## config.mk

```make
export PLATFORM = sky130hd
export DESIGN_NAME = div_sched_flat
export DESIGN_NICKNAME = d
export VERILOG_FILES = /design/src/rtl/div_sched_if.sv /design/src/rtl/div_sched.sv /design/src/flat_wrapper.sv
export SDC_FILE = /design/constraint.sdc
export NUM_CORES = 1
export LEC_CHECK = 0
export CORE_MARGIN = 2
export CORE_UTILIZATION = 45
export DETAILED_ROUTE_END_ITERATION = 16
export GPL_ROUTABILITY_DRIVEN = 0
export PLACE_DENSITY = 0.65
export SLEW_MARGIN = 10
export SYNTH_ARGS = -nofsm -noshare
export SYNTH_HDL_FRONTEND = slang
export SYNTH_SLANG_ARGS = --single-unit
```

## constraint.sdc

```tcl
create_clock -name clk -period 5.35 [get_ports clk]
set_clock_uncertainty 0.05 [all_clocks]
set_input_delay 1.3375 -clock clk [delete_from_list [all_inputs] [get_ports clk]]
set_output_delay 1.3375 -clock clk [all_outputs]
set_load 0.01 [all_outputs]
```

## src/rtl/div_sched_if.sv

```systemverilog
// Request, divider and response signal bundle for div_sched.
// slave is the scheduler side; master is the EX/divider/writeback side.
interface div_sched_if #(
   parameter int unsigned TAG_W = 5
);
   logic             req_valid;
   logic             req_ready;
   logic [2:0]       req_op;
   logic [31:0]      req_a;
   logic [31:0]      req_b;
   logic [TAG_W-1:0] req_tag;

   logic             div_start;
   logic [31:0]      div_remainder;
   logic [31:0]      div_divisor;
   logic [2:0]       div_ctrl;
   logic [31:0]      div_out;
   logic             div_done;

   logic             rsp_valid;
   logic             rsp_ready;
   logic [31:0]      rsp_data;
   logic [TAG_W-1:0] rsp_tag;

   modport slave (
      input  req_valid, req_op, req_a, req_b, req_tag, div_out, div_done, rsp_ready,
      output req_ready, div_start, div_remainder, div_divisor, div_ctrl,
             rsp_valid, rsp_data, rsp_tag
   );

   modport master (
      output req_valid, req_op, req_a, req_b, req_tag, div_out, div_done, rsp_ready,
      input  req_ready, div_start, div_remainder, div_divisor, div_ctrl,
             rsp_valid, rsp_data, rsp_tag
   );
endinterface

```

## src/rtl/div_sched.sv

```systemverilog
// Issue/completion controller for the fixed-latency pipelined divider: reserves a result slot
// per op, pairs div_done results with tags in order and drains them to writeback.
module div_sched #(
   parameter int unsigned DEPTH = 8,
   parameter int unsigned TAG_W = 5
) (
   input  logic       clk,
   input  logic       rst,
   input  logic       flush,
   div_sched_if.slave bus,
   output logic       busy,
   output logic       err
);
   localparam int unsigned PtrW = (DEPTH > 1) ? $clog2(DEPTH) : 1;
   localparam int unsigned CntW = PtrW + 1;
   localparam logic [CntW-1:0] CountMax = CntW'(DEPTH);

   logic [TAG_W-1:0] tag_q [DEPTH];
   logic [31:0]      data_q [DEPTH];
   logic [DEPTH-1:0] killed_q;
   logic [DEPTH-1:0] filled_q;

   logic [PtrW-1:0] alloc_q, alloc_d;
   logic [PtrW-1:0] fill_q, fill_d;
   logic [PtrW-1:0] head_q, head_d;
   logic [CntW-1:0] count_q, count_d;

   logic        div_start_q;
   logic [31:0] div_rem_q;
   logic [31:0] div_dvs_q;
   logic [2:0]  div_ctrl_q;
   logic        err_q, err_d;

   logic req_ready;
   logic accept;
   logic head_filled;
   logic head_killed;
   logic rsp_valid;
   logic pop;
   logic done_ok;

   always_comb begin
      req_ready   = !rst && !flush && (count_q < CountMax);
      accept      = bus.req_valid && req_ready;
      head_filled = filled_q[head_q];
      head_killed = killed_q[head_q];
      rsp_valid   = !rst && !flush && head_filled && !head_killed;
      // Killed results leave silently; live ones need the writeback handshake.
      pop         = head_filled && (head_killed || (rsp_valid && bus.rsp_ready));
      // fill == alloc is ambiguous when every slot is reserved and none has completed yet.
      done_ok     = bus.div_done && !filled_q[fill_q] &&
                    ((fill_q != alloc_q) || (count_q == CountMax));

      alloc_d = accept  ? alloc_q + PtrW'(1) : alloc_q;
      fill_d  = done_ok ? fill_q + PtrW'(1)  : fill_q;
      head_d  = pop     ? head_q + PtrW'(1)  : head_q;
      count_d = count_q + CntW'(accept) - CntW'(pop);
      err_d   = err_q || (bus.div_done && !done_ok);
   end

   always_ff @(posedge clk) begin
      if (rst) begin
         alloc_q     <= '0;
         fill_q      <= '0;
         head_q      <= '0;
         count_q     <= '0;
         killed_q    <= '0;
         filled_q    <= '0;
         div_start_q <= 1'b0;
         div_rem_q   <= '0;
         div_dvs_q   <= '0;
         div_ctrl_q  <= '0;
         err_q       <= 1'b0;
         for (int i = 0; i < int'(DEPTH); i++) begin
            tag_q[i]  <= '0;
            data_q[i] <= '0;
         end
      end else begin
         alloc_q     <= alloc_d;
         fill_q      <= fill_d;
         head_q      <= head_d;
         count_q     <= count_d;
         err_q       <= err_d;
         div_start_q <= accept;

         // Unallocated slots may be marked too: an accept always clears the bit it reuses.
         if (flush) begin
            killed_q <= '1;
         end
         if (accept) begin
            div_rem_q          <= bus.req_a;
            div_dvs_q          <= bus.req_b;
            div_ctrl_q         <= bus.req_op;
            tag_q[alloc_q]     <= bus.req_tag;
            killed_q[alloc_q]  <= 1'b0;
            filled_q[alloc_q]  <= 1'b0;
         end
         if (done_ok) begin
            data_q[fill_q]   <= bus.div_out;
            filled_q[fill_q] <= 1'b1;
         end
         if (pop) begin
            filled_q[head_q] <= 1'b0;
         end
      end
   end

   assign bus.req_ready     = req_ready;
   assign bus.div_start     = div_start_q;
   assign bus.div_remainder = div_rem_q;
   assign bus.div_divisor   = div_dvs_q;
   assign bus.div_ctrl      = div_ctrl_q;
   assign bus.rsp_valid     = rsp_valid;
   assign bus.rsp_data      = data_q[head_q];
   assign bus.rsp_tag       = tag_q[head_q];
   assign busy              = (count_q != '0);
   assign err               = err_q;
endmodule

```

## src/flat_wrapper.sv

```systemverilog
// flat-port wrapper written by rule: the top's interface ports become plain ports
module div_sched_flat 
#(
   parameter int unsigned DEPTH = 8,
   parameter int unsigned TAG_W = 5
)
  (clk, rst, flush, busy, err, bus_req_valid, bus_req_op, bus_req_a, bus_req_b, bus_req_tag, bus_div_out, bus_div_done, bus_rsp_ready, bus_req_ready, bus_div_start, bus_div_remainder, bus_div_divisor, bus_div_ctrl, bus_rsp_valid, bus_rsp_data, bus_rsp_tag);
  div_sched_if #(.TAG_W(TAG_W)) bus_i ();
  input  logic clk;
  input  logic rst;
  input  logic flush;
  output logic busy;
  output logic err;
  input wire logic [$bits(bus_i.req_valid)-1:0] bus_req_valid;
  input wire logic [$bits(bus_i.req_op)-1:0] bus_req_op;
  input wire logic [$bits(bus_i.req_a)-1:0] bus_req_a;
  input wire logic [$bits(bus_i.req_b)-1:0] bus_req_b;
  input wire logic [$bits(bus_i.req_tag)-1:0] bus_req_tag;
  input wire logic [$bits(bus_i.div_out)-1:0] bus_div_out;
  input wire logic [$bits(bus_i.div_done)-1:0] bus_div_done;
  input wire logic [$bits(bus_i.rsp_ready)-1:0] bus_rsp_ready;
  output wire logic [$bits(bus_i.req_ready)-1:0] bus_req_ready;
  output wire logic [$bits(bus_i.div_start)-1:0] bus_div_start;
  output wire logic [$bits(bus_i.div_remainder)-1:0] bus_div_remainder;
  output wire logic [$bits(bus_i.div_divisor)-1:0] bus_div_divisor;
  output wire logic [$bits(bus_i.div_ctrl)-1:0] bus_div_ctrl;
  output wire logic [$bits(bus_i.rsp_valid)-1:0] bus_rsp_valid;
  output wire logic [$bits(bus_i.rsp_data)-1:0] bus_rsp_data;
  output wire logic [$bits(bus_i.rsp_tag)-1:0] bus_rsp_tag;
  assign bus_i.req_valid = bus_req_valid;
  assign bus_i.req_op = bus_req_op;
  assign bus_i.req_a = bus_req_a;
  assign bus_i.req_b = bus_req_b;
  assign bus_i.req_tag = bus_req_tag;
  assign bus_i.div_out = bus_div_out;
  assign bus_i.div_done = bus_div_done;
  assign bus_i.rsp_ready = bus_rsp_ready;
  assign bus_req_ready = bus_i.req_ready;
  assign bus_div_start = bus_i.div_start;
  assign bus_div_remainder = bus_i.div_remainder;
  assign bus_div_divisor = bus_i.div_divisor;
  assign bus_div_ctrl = bus_i.div_ctrl;
  assign bus_rsp_valid = bus_i.rsp_valid;
  assign bus_rsp_data = bus_i.rsp_data;
  assign bus_rsp_tag = bus_i.rsp_tag;
  div_sched #(.DEPTH(DEPTH), .TAG_W(TAG_W)) u_core (.clk(clk), .rst(rst), .flush(flush), .bus(bus_i), .busy(busy), .err(err));
endmodule
```

### After elaboration in Yosys (flattened, before gate mapping)

Memory sizes are Yosys's and may differ from the RTL's. A register that Yosys moved wholly into a read port is not among the register bits.
Cells that the tools add are included.

* add/subtract/negate cells: 5
* multiply operators: 0
* div/mod/pow operators: 0
* order comparisons: 7
* eq/ne operators: 2
* shift-type cells: 0
* muxes and demuxes: 38
* bitwise logic cells: 6
* reduce and logical (&&, ||, !) cells: 24

Operator list (count)
* 2-to-1 mux 8 bit: 8
* 2-to-1 mux 32 bit: 1
* OR reduction 32 bit: 1
* bitwise AND 8 bit: 3
* 2-to-1 mux 3 bit: 6
* 2-to-1 mux 1 bit: 16
* inverter 8 bit: 2
* logical AND 1 bit: 13
* < comparator 3 x 4 -> 1 bit, second input constant: 3
* adder 3 x 1 -> 3 bit, second input constant: 3
* binary-select mux 1 bit (select 3 bit): 3
* demux 1 bit (select 3 bit): 3
* >= comparator 3 x 1 -> 1 bit, second input constant: 3
* OR 8 bit: 1
* zero test 1 bit: 5
* 2-to-1 mux 5 bit: 1
* OR reduction 5 bit: 1
* adder 4 x 1 -> 4 bit: 1
* == test 4 bit, second input constant: 1
* < comparator 4 bit, second input constant: 1
* nonzero test 4 bit: 1
* subtractor 4 x 1 -> 4 bit: 1
* logical OR 1 bit: 3
* inequality test 3 bit: 1

* flip-flop bits (word level): 98
* latch bits: 0
* bits in writable memories: 296
* memory bits (read-only): 0
* input bits: 110
* output and inout port bits: 109
* logic and storage cells: 95
* memories: 2

Memories
* u_core.data_q: depth 8, width 32, read ports 1, clocked after memory_dff 1, wr ports 8, RTL line div_sched.sv:19 `logic [31:0] data_q [DEPTH];`
* u_core.tag_q: depth 8, width 5, read ports 1, clocked after memory_dff 1, wr ports 8, RTL line div_sched.sv:18 `logic [TAG_W-1:0] tag_q [DEPTH];`

### Longest topological paths before layout

* depth in word-level cells: 13
* depth in mapped cells: 12
* depth with buffers taken out: 11

### Least setup slack after synthesis

No wires, ideal clock.

* path type: input -> register
* start point: input bus_div_done
* end point: memory u_core.data_q[5][0] (enable)
* library setup time: 0.428 ns
* data arrival time: 3.445 ns
* required time: 4.872 ns
* slack: 1.427 ns
* cell stages on the path: 4
* buffers on the path: 0
* cells stage by stage: o21a_1 > o211a_1 > nand2_1 > o21bai_1

RTL lines
* from (decl): RTL line flat_wrapper.sv:20 `input wire logic [$bits(bus_i.div_done)-1:0] bus_div_done;`
* to (decl): RTL line div_sched.sv:19

==> impl_metrics.tcl <==
set metrics [dict create \
    status "completed" \
    multi_input_area_um2 6090 \
    antenna_found_initial 0 \
    yosys_register_bits 397 \
    hold_buffers 0 \
    min_period_over_period_pct 81.8 \
    synth.most_common_cell "and2_1" \
    pwr-share-clk_pct 38.6 \
    dr.pass1.iters 8 \
    hold_violations 0 \
    synth_cell_types 52 \
    ant_nets 0 \
    pwr-share-seq_pct 46.5 \
    worstMarginPinSlew_ns 1.09 \
    hp-class "reg -> reg" \
    vias 10500 \
    r2r_slack_ns 1.91 \
    yosys.area.top_type "edfxtp_1" \
    hold-worst-slack_ns 0.399 \
    cp_top_family "buffers and inverters" \
    core_area_um2 38500 \
    power_mw 7.73 \
    die_y_um 201 \
    synth_top_area_share_pct 50.9 \
    fillers 3148 \
    fin_crit_ns 4.38 \
    grt_pass1_vias 11100 \
    hold_end "u_core.bus.div_remainder[19]$_SDFFE_PP0P_" \
    clkSinkCount 397 \
    synth_nets 1379 \
    syn-cell-area_um2 17500 \
    drt_iter0_drc 565 \
    fin_ws_ns 0.974 \
    gr-usage-all-layers_pct 20.8 \
    drc_errors 0 \
    ff_latch_area_um2 10900 \
    n_antenna_cell 0 \
    clkLatencyLatePin_ns 0.57 \
    cp_cell_sequence "buf_4 -> mux4_2 -> mux2_2 -> clkdlybuf4s50_1" \
    cts_tree "done" \
    min_path_cells 2 \
    rows 72 \
    ctsResizeCount 0 \
    vias_per_cell 5.21 \
    switching_share_pct 24.1 \
    die_x_um 201 \
    rsz0062_at_grt "false" \
    worstSetupPathType "reg -> out" \
    clockBufferDepth 3 \
    cts.reportedPaths.clkPinSlew_ns 0.06 \
    hold_start "u_core.bus.div_remainder[19]$_SDFFE_PP0P_" \
    reg2reg_to "u_core.data_q[3][12]$_SDFFCE_PN0P_" \
    slew_headroom_pct 27.1 \
    synthCells 1259 \
    yosys_warnings 0 \
    wl_um 41300 \
    overflow 0 \
    yosys-top-cells-count "and2_1, edfxtp_1, nand2_1, dfxtp_1, mux4_2" \
    cp_num_buf_inv 2 \
    start_util_pct 45.4 \
    worstPathMaxFanout 23 \
    worstSetupEndpointType "output port" \
    htree_levels 2 \
    combPwrFrac_pct 14.9 \
    drv_slew 0 \
    setup_viol 0 \
    cts_buffers 44 \
    io_buffers 218 \
    synthTopCellsByArea "edfxtp_1, dfxtp_1, and2_1, mux4_2, nand2_1" \
    slowest_delay_ns 0.65 \
    cp_slowest_cell "dfxtp_4" \
    post_cts.repair.setup_buffers 0 \
    place_ws_ns 1.10 \
    cap_violations 0 \
    internal-power_mw 5.86 \
    critPathLaunchType "register" \
    post_drt_wl_per_cell_um 20.5 \
    p_per_area_nw_per_um2 359 \
    switching_power_mw 1.86 \
    root_buffer "clkbuf_16" \
    grt_max_degree 87 \
    avgSynthCellArea_um2 13.9 \
    io_pins 219 \
    grt_pass1_wl_um 64500 \
    ir_drop_mv 0.242 \
    nNetsFinal 1589 \
    ys_seq_area_share_pct 62.5 \
    required_ns 3.96 \
    dp_hpwl_um 25100 \
    setup-tns-final_ns 0 \
    ys.flop_type "edfxtp_1" \
    synth_edf_count 296 \
    drive_gt1_share_pct 16.1 \
    ff2ff_path_depth 6 \
    die_area_um2 40400 \
    r2r-start "u_core.fill_q[1]$_SDFFE_PP0P_" \
    worstPathArrival_ns 2.99 \
    power_leakage_nw 7.72 \
    synth-async-reset-ratio_pct 0 \
    fmax_mhz 229 \
    final_util_pct 56.0 \
    areaGrowthSynthToFinish_pct 23.4 \
]
==> worst min-delay path: stages, from the launching register on <==
cell and delay, ns:
dfxtp_1 0.30, nand2_1 0.05, a21oi_1 0.05
==> per-layer routing <==
metal	vias up	track usage, %	share of wire (%)
met5	-	0	0
met4	0	5.87	1.8
met3	52	5.08	6.5
met2	289	35.3	49
met1	5268	26.7	42
li1	4911	-	-
==> registers in the layout, summed over array words and instances, names as in the netlist, 4 cells and up, named ones only <==
name,cells
u_core.count_q,4
u_core.killed_q,8
u_core.bus.div_divisor,32
u_core.filled_q,8
u_core.bus.div_remainder,32
u_core.tag_q,40
u_core.data_q,256
==> cells by family (layout without fill, tap and decap cells) <==
logic type               count (synthesis)  count (layout)  synth area share (%)
AO/OA/AOI/OAI                          105             105                  3.73
multiplexers                           123             123                  12.8
flip-flops                             397             397                  62.5
AND/OR/NAND/NOR                        519             519                  16.9
buffers and inverters                   97             341                  2.88
adder cells (fa/ha/maj)                 10              10                 0.760
XOR/XNOR                                 8               8                 0.401
==> layout by cell type, fill, tap and decap left out, types with 32 or more instances in the layout <==
master,instances
a21oi_1,73
and2_1,299
clkbuf_16,44
clkdlybuf4s50_1,217
dfxtp_1,98
edfxtp_1,296
mux2_2,39
mux4_2,76
nand2_1,144
nor2_1,32
==> power by group through the flow <==
stage	Sequential, mW	Clock, mW	Combinational [mW]
2_1_floorplan	3.62	0	0.688
3_3_place_gp	3.65	0	1.16
3_5_place_dp	3.66	0	1.16
4_1_cts	3.60	3.04	1.17
5_1_grt	3.62	3.15	1.24
6_report	3.60	2.98	1.15
==> final cells by class <==
class / count / share of cell area, %
Sequential cell: 397 / 50.7
Multi-Input combinational cell: 765 / 28.3
Timing Repair Buffer: 244 / 11.1
Clock buffer: 60 / 5.53
Tap cell: 518 / 3.01
Clock inverter: 20 / 1.02
Inverter: 17 / 0.308
==> per-stage QoR <==
step / std cells / cell area [um2]
detailed placement: 1941 / 20100
finish: 2021 / 21500
global placement: 1941 / 20100
global route: 2021 / 21500
CTS: 2021 / 21500
floorplan: 1259 / 17500
==> how the worst max path moves through the flow <==
stage,cells past startpoint,end,slack (ns)
finish,4,bus_rsp_data[18],0.97
global route,4,bus_rsp_data[18],0.80
CTS,4,bus_rsp_data[18],0.88
detailed placement,5,bus_rsp_valid,1.10
global placement,5,bus_rsp_valid,1.11
floorplan,4,u_core.data_q[5][0]$_SDFFCE_PN0P_,1.43
Note: power is estimated with default switching activity, not from simulation.
==> edit 1: new RTL, same flow settings <==
Put one more register stage on the output `err`, cleared by the reset. The value now appears one clock later. The other outputs are not delayed to match.
--- a/src/rtl/div_sched.sv
+++ b/src/rtl/div_sched.sv
@@ -115,5 +115,11 @@
    assign bus.rsp_tag       = tag_q[head_q];
    assign busy              = (count_q != '0);
-   assign err               = err_q;
+   always_ff @(posedge clk) begin
+      if (rst) begin
+         err <= '0;
+      end else begin
+         err <= err_q;
+      end
+   end
 endmodule
 
Check against the original RTL: not equivalent (a bounded check fails within 4 cycles, from zero or initial values and one cycle with rst high).
==> edit 1 against the unedited design <==
Maximum frequency shrank 0.74%. Worst setup slack worse by 33 ps. Total power is 1.9% lower. Sequential cell count increased by 1. Clock power decreased by 7.0%. Design area down 0.65%. Area after synthesis down 0.70%. Routed wire length is 1.1% lower.
==> edit 1: results (changes against the unedited design) <==
status=completed (unchanged); Reg clk slew, reported paths=60 ps (about the same); Synth Net Count=1391 (was 1379); Peak VDD IR=0.197 mV (was 0.242 mV); Async S/R FF share, synth=0% (unchanged); vias in the first global route=11100 (about the same); # Post-CTS Setup Buffers=0 (unchanged); fillers=3098 (was 3148); CTS Hold Bufs=0 (unchanged); clk_lat worst skew=540 ps (was 570 ps); largest net degree at the start of global routing=70 (was 87); Initial DRT Pass Iterations=5 (was 8); clk buf depth=3 (unchanged); DR iter-0 viols=587 (was 565); met1 GRT Util=27.2% (was 26.7%); routed wire length=40900 microns (was 41300 microns); worst slack, placed=947 ps (was 1100 ps); Ant. Diodes=0 (unchanged); total CTS buffers=42 (was 44); synth cell count leaders=and2_1 (298), edfxtp_1 (296), nand2_1 (144), dfxtp_1 (102), mux4_2 (76) (was and2_1 (299), edfxtp_1 (296), nand2_1 (145), dfxtp_1 (101), mux4_2 (76)); worst hold-check path type=reg2reg (unchanged); critical path fanouts, max=12 (was 23); placed wire-length estimate=23900 microns (was 25100 microns); placed insts=1943 (was 1941); top cells by area, synth=edfxtp_1 (51%), dfxtp_1 (12%), and2_1 (11%), mux4_2 (9.9%), nand2_1 (3.1%) (was edfxtp_1 (51%), dfxtp_1 (12%), and2_1 (11%), mux4_2 (9.8%), nand2_1 (3.1%)); met2 Use GR=34.1% (was 35.3%); Leak=0.00764 uW (was 0.00772 uW); Post-CTS Resized=0 (unchanged); met3 usage=5.09% (was 5.08%); sequential fraction of the synthesis area=63.1% (was 62.5%); initial antenna violation count=1 (was 0); global-route wire length before repair=63800 microns (was 64500 microns); Total GRT Usage=20.5% (was 20.8%); critical path arrival=3020 ps (was 2990 ps); worst-margin pin slew=1110 ps (was 1090 ps); ys flop type=edfxtp_1 (unchanged); DR vias=10500 (about the same); layout cells sized above 1=15.0% (was 16.1%); Port Buffers=218 (unchanged); Yosys warning count=0 (unchanged); Top Registers=u_core.data_q: 256 flops, u_core.tag_q: 40 flops (unchanged); final std cells w/o fill=2016 (was 2021); Synth Instances=1271 (was 1259); nets@finish=1596 (was 1589)
[edit 1: changes by cell type after synthesis, sizes merged, moves of 4 or more]
| cell | delta |
|---|---|
| inv | +8 |
| and3 | +7 |
| nor2 | +7 |
| a22oi | +5 |
| o21ai | +5 |
| clkbuf | -4 |
| nand3 | +4 |
| nor3 | -4 |
| nor3b | -4 |
| o21bai | -4 |
[edit 1: layout make-up]
class | count | area (sq um) | area share (%)
clock buffers | 54 | 1140 | 5.32
inverters | 25 | 93.8 | 0.439
well taps | 511 | 639 | 2.99
multi-input cells | 770 | 6040 | 28.2
flip-flops and latches | 398 | 10900 | 51.1
repair buffers | 239 | 2390 | 11.2
clock inverters | 19 | 159 | 0.743
[edit 1: power by group]
group	switching, uW	internal, uW	total, uW
combinational	553	629	1180
sequential	103	3520	3620
clock	1180	1600	2770
[edit 1: path summary, 6_finish.rpt]
check | start | endpoint | slack (ps) | cells after the start
setup / recovery | flush | bus_rsp_valid | 940 | 3
hold / removal | u_core.err_q | u_core.err | 400 | 2
setup reg to reg | u_core.fill_q[1] | u_core.data_q[1][19] | 1620 | 6
hold reg to reg | u_core.err_q | u_core.err | 400 | 2
[edit 1: logic make-up after synthesis]
group	count (synthesis)	synth area share (%)
flip-flops	398	63.1
buffers and inverters	103	2.53
adder cells (fa/ha/maj)	10	0.765
AND/OR/NAND/NOR	522	16.5
multiplexers	123	13.0
XOR/XNOR	7	0.354
AO/OA/AOI/OAI	108	3.84
[edit 1: stage by stage]
stage / hold slack [ps] / power (uW) / util (%) / instance area [sq um]
global placement: 376 / 4870 / 53.1 / 20100
finish: 401 / 7580 / 56.5 / 21400
detailed placement: 385 / 4890 / 53.1 / 20100
global route: 414 / 7890 / 56.5 / 21400
CTS: 398 / 7670 / 56.5 / 21400
floorplan: 360 / 4340 / - / 17300
[edit 1: critical path, cell delays in order]
cell and delay, ps:
clkdlybuf4s50_1 620, a2111oi_0 450, clkdlybuf4s50_1 610
[edit 1: routing by layer]
layer	share of wire (%)	wire [microns]
met2	49	19900
met3	7.0	2850
met1	42	17300
met5	0.039	16
met4	2.0	820
==> edit 2: new RTL, same settings <==
Made on the original files. `DEPTH` is set to 8 in 2 places; all go to 4.
--- a/src/rtl/div_sched.sv
+++ b/src/rtl/div_sched.sv
@@ -2,5 +2,5 @@
 // per op, pairs div_done results with tags in order and drains them to writeback.
 module div_sched #(
-   parameter int unsigned DEPTH = 8,
+   parameter int unsigned DEPTH = 4,
    parameter int unsigned TAG_W = 5
 ) (
--- a/src/flat_wrapper.sv
+++ b/src/flat_wrapper.sv
@@ -2,5 +2,5 @@
 module div_sched_flat 
 #(
-   parameter int unsigned DEPTH = 8,
+   parameter int unsigned DEPTH = 4,
    parameter int unsigned TAG_W = 5
 )
Check against the original RTL: no difference found for any inputs over 4 cycles, from zero or initial values and one cycle with rst high; that may be too few to reach the edited logic, so the function may still have changed.
==> edit 2 against the unedited design <==
Sequential cell count fell by 161. Design area fell by 39%. Worst setup slack improved by 49 ps. Area after synthesis fell by 43%. Sequential power fell by 39%. Total power fell by 38%. Die area fell by 42%. Routed wire length fell by 44%.
==> edit 2: results (changes against the unedited design) <==
RR Endpoint=u_core.data_q[2][6] (was u_core.data_q[3][12]); critical path arrival=2940 ps (was 2990 ps); status=completed (unchanged); global-route wire length before repair=36900 microns (was 64500 microns); Mean Syn Cell Area=12.7 sq um (was 13.9 sq um); Synth Net Count=906 (was 1379); worst slack, placed=1010 ps (was 1100 ps); synth unique cells=42 (was 52); DR iter-0 viols=353 (was 565); final std cells w/o fill=1281 (was 2021); worst reg-to-reg setup slack=2290 ps (was 1910 ps); Hold Path End=u_core.err (was u_core.bus.div_remainder[19]); worst r2r src=u_core.fill_q[1] (unchanged); top cells by area, synth=edfxtp_1 (45%), dfxtp_1 (18%), and2_1 (9.0%), mux4_2 (8.9%), nand2_1 (5.4%) (was edfxtp_1 (51%), dfxtp_1 (12%), and2_1 (11%), mux4_2 (9.8%), nand2_1 (3.1%)); critical path fanouts, max=7 (was 23); DR vias=6491 (was 10500); critical path's slowest cell=clkdlybuf4s50_1 (was dfxtp_4); per-cell routed wire length=18.1 microns (was 20.5 microns); Total GRT Usage=19.8% (was 20.8%); max FFs per register=128 (was 256); Post-Place Cell Area=12300 sq um (was 20100 sq um); Initial DRT Pass Iterations=5 (was 8); Leak=0.00468 uW (was 0.00772 uW); Slew HR=31.4% (was 27.1%); placed wire-length estimate=14600 microns (was 25100 microns); sequential fraction of the synthesis area=62.6% (was 62.5%); H-tree depth=1 (was 2); total CTS buffers=25 (was 44); max incr delay on CP=620 ps (was 650 ps); footprint of the multi-input gates=3400 sq um (was 6090 sq um); largest net degree at the start of global routing=79 (was 87)
[edit 2: worst max-delay path by stage]
stage | endpoint | from | cells past startpoint | slack [ps]
after floorplan | bus_rsp_valid | rst | 4 | 1550
after global placement | bus_rsp_valid | flush | 3 | 1080
after detailed placement | bus_rsp_valid | flush | 3 | 1010
after CTS | bus_rsp_valid | flush | 3 | 990
after global routing | bus_rsp_valid | flush | 3 | 930
final | bus_rsp_valid | flush | 3 | 1020
[edit 2: where the power goes]
part | total, uW | switching, uW | internal [uW] | leakage, uW
Sequential | 2190 | 82.9 | 2110 | 0.00225
Combinational | 882 | 409 | 473 | 0.00204
Clock | 1690 | 692 | 1000 | 0.000389
[edit 2: cells by family (layout without fill, tap and decap cells)]
group | after synthesis | count (layout) | share of synthesized area [%]
flip-flops | 236 | 236 | 62.6
multiplexers | 42 | 42 | 9.22
buffers and inverters | 63 | 283 | 3.29
AO/OA/AOI/OAI | 97 | 97 | 5.42
AND/OR/NAND/NOR | 323 | 323 | 17.1
adder cells (fa/ha/maj) | 15 | 15 | 1.97
XOR/XNOR | 5 | 5 | 0.441
[edit 2: worst reg2reg max path, cell delays in order, from the launching register on]
cell	delay, ps
dfxtp_1	570
mux2_2	420
o22a_4	260
nor4_4	260
buf_4	370
or2_2	740
[edit 2: layer usage]
| layer | global-route usage [%] | up-vias | wire length (microns) |
|---|---|---|---|
| met5 | 0 | - | 0 |
| li1 | - | 3127 | - |
| met3 | 6.34 | 35 | 1940 |
| met2 | 33.0 | 203 | 11100 |
| met4 | 5.03 | 0 | 475 |
| met1 | 25.4 | 3126 | 9650 |
[edit 2: cell type report]
cell class	instances	share of cell area [%]
clock inverter	14	1.12
timing repair buffer	228	17.3
clock buffer	29	4.94
sequential	236	47.6
inverter	12	0.345
multi-input combinational	482	26.0
tap	280	2.69
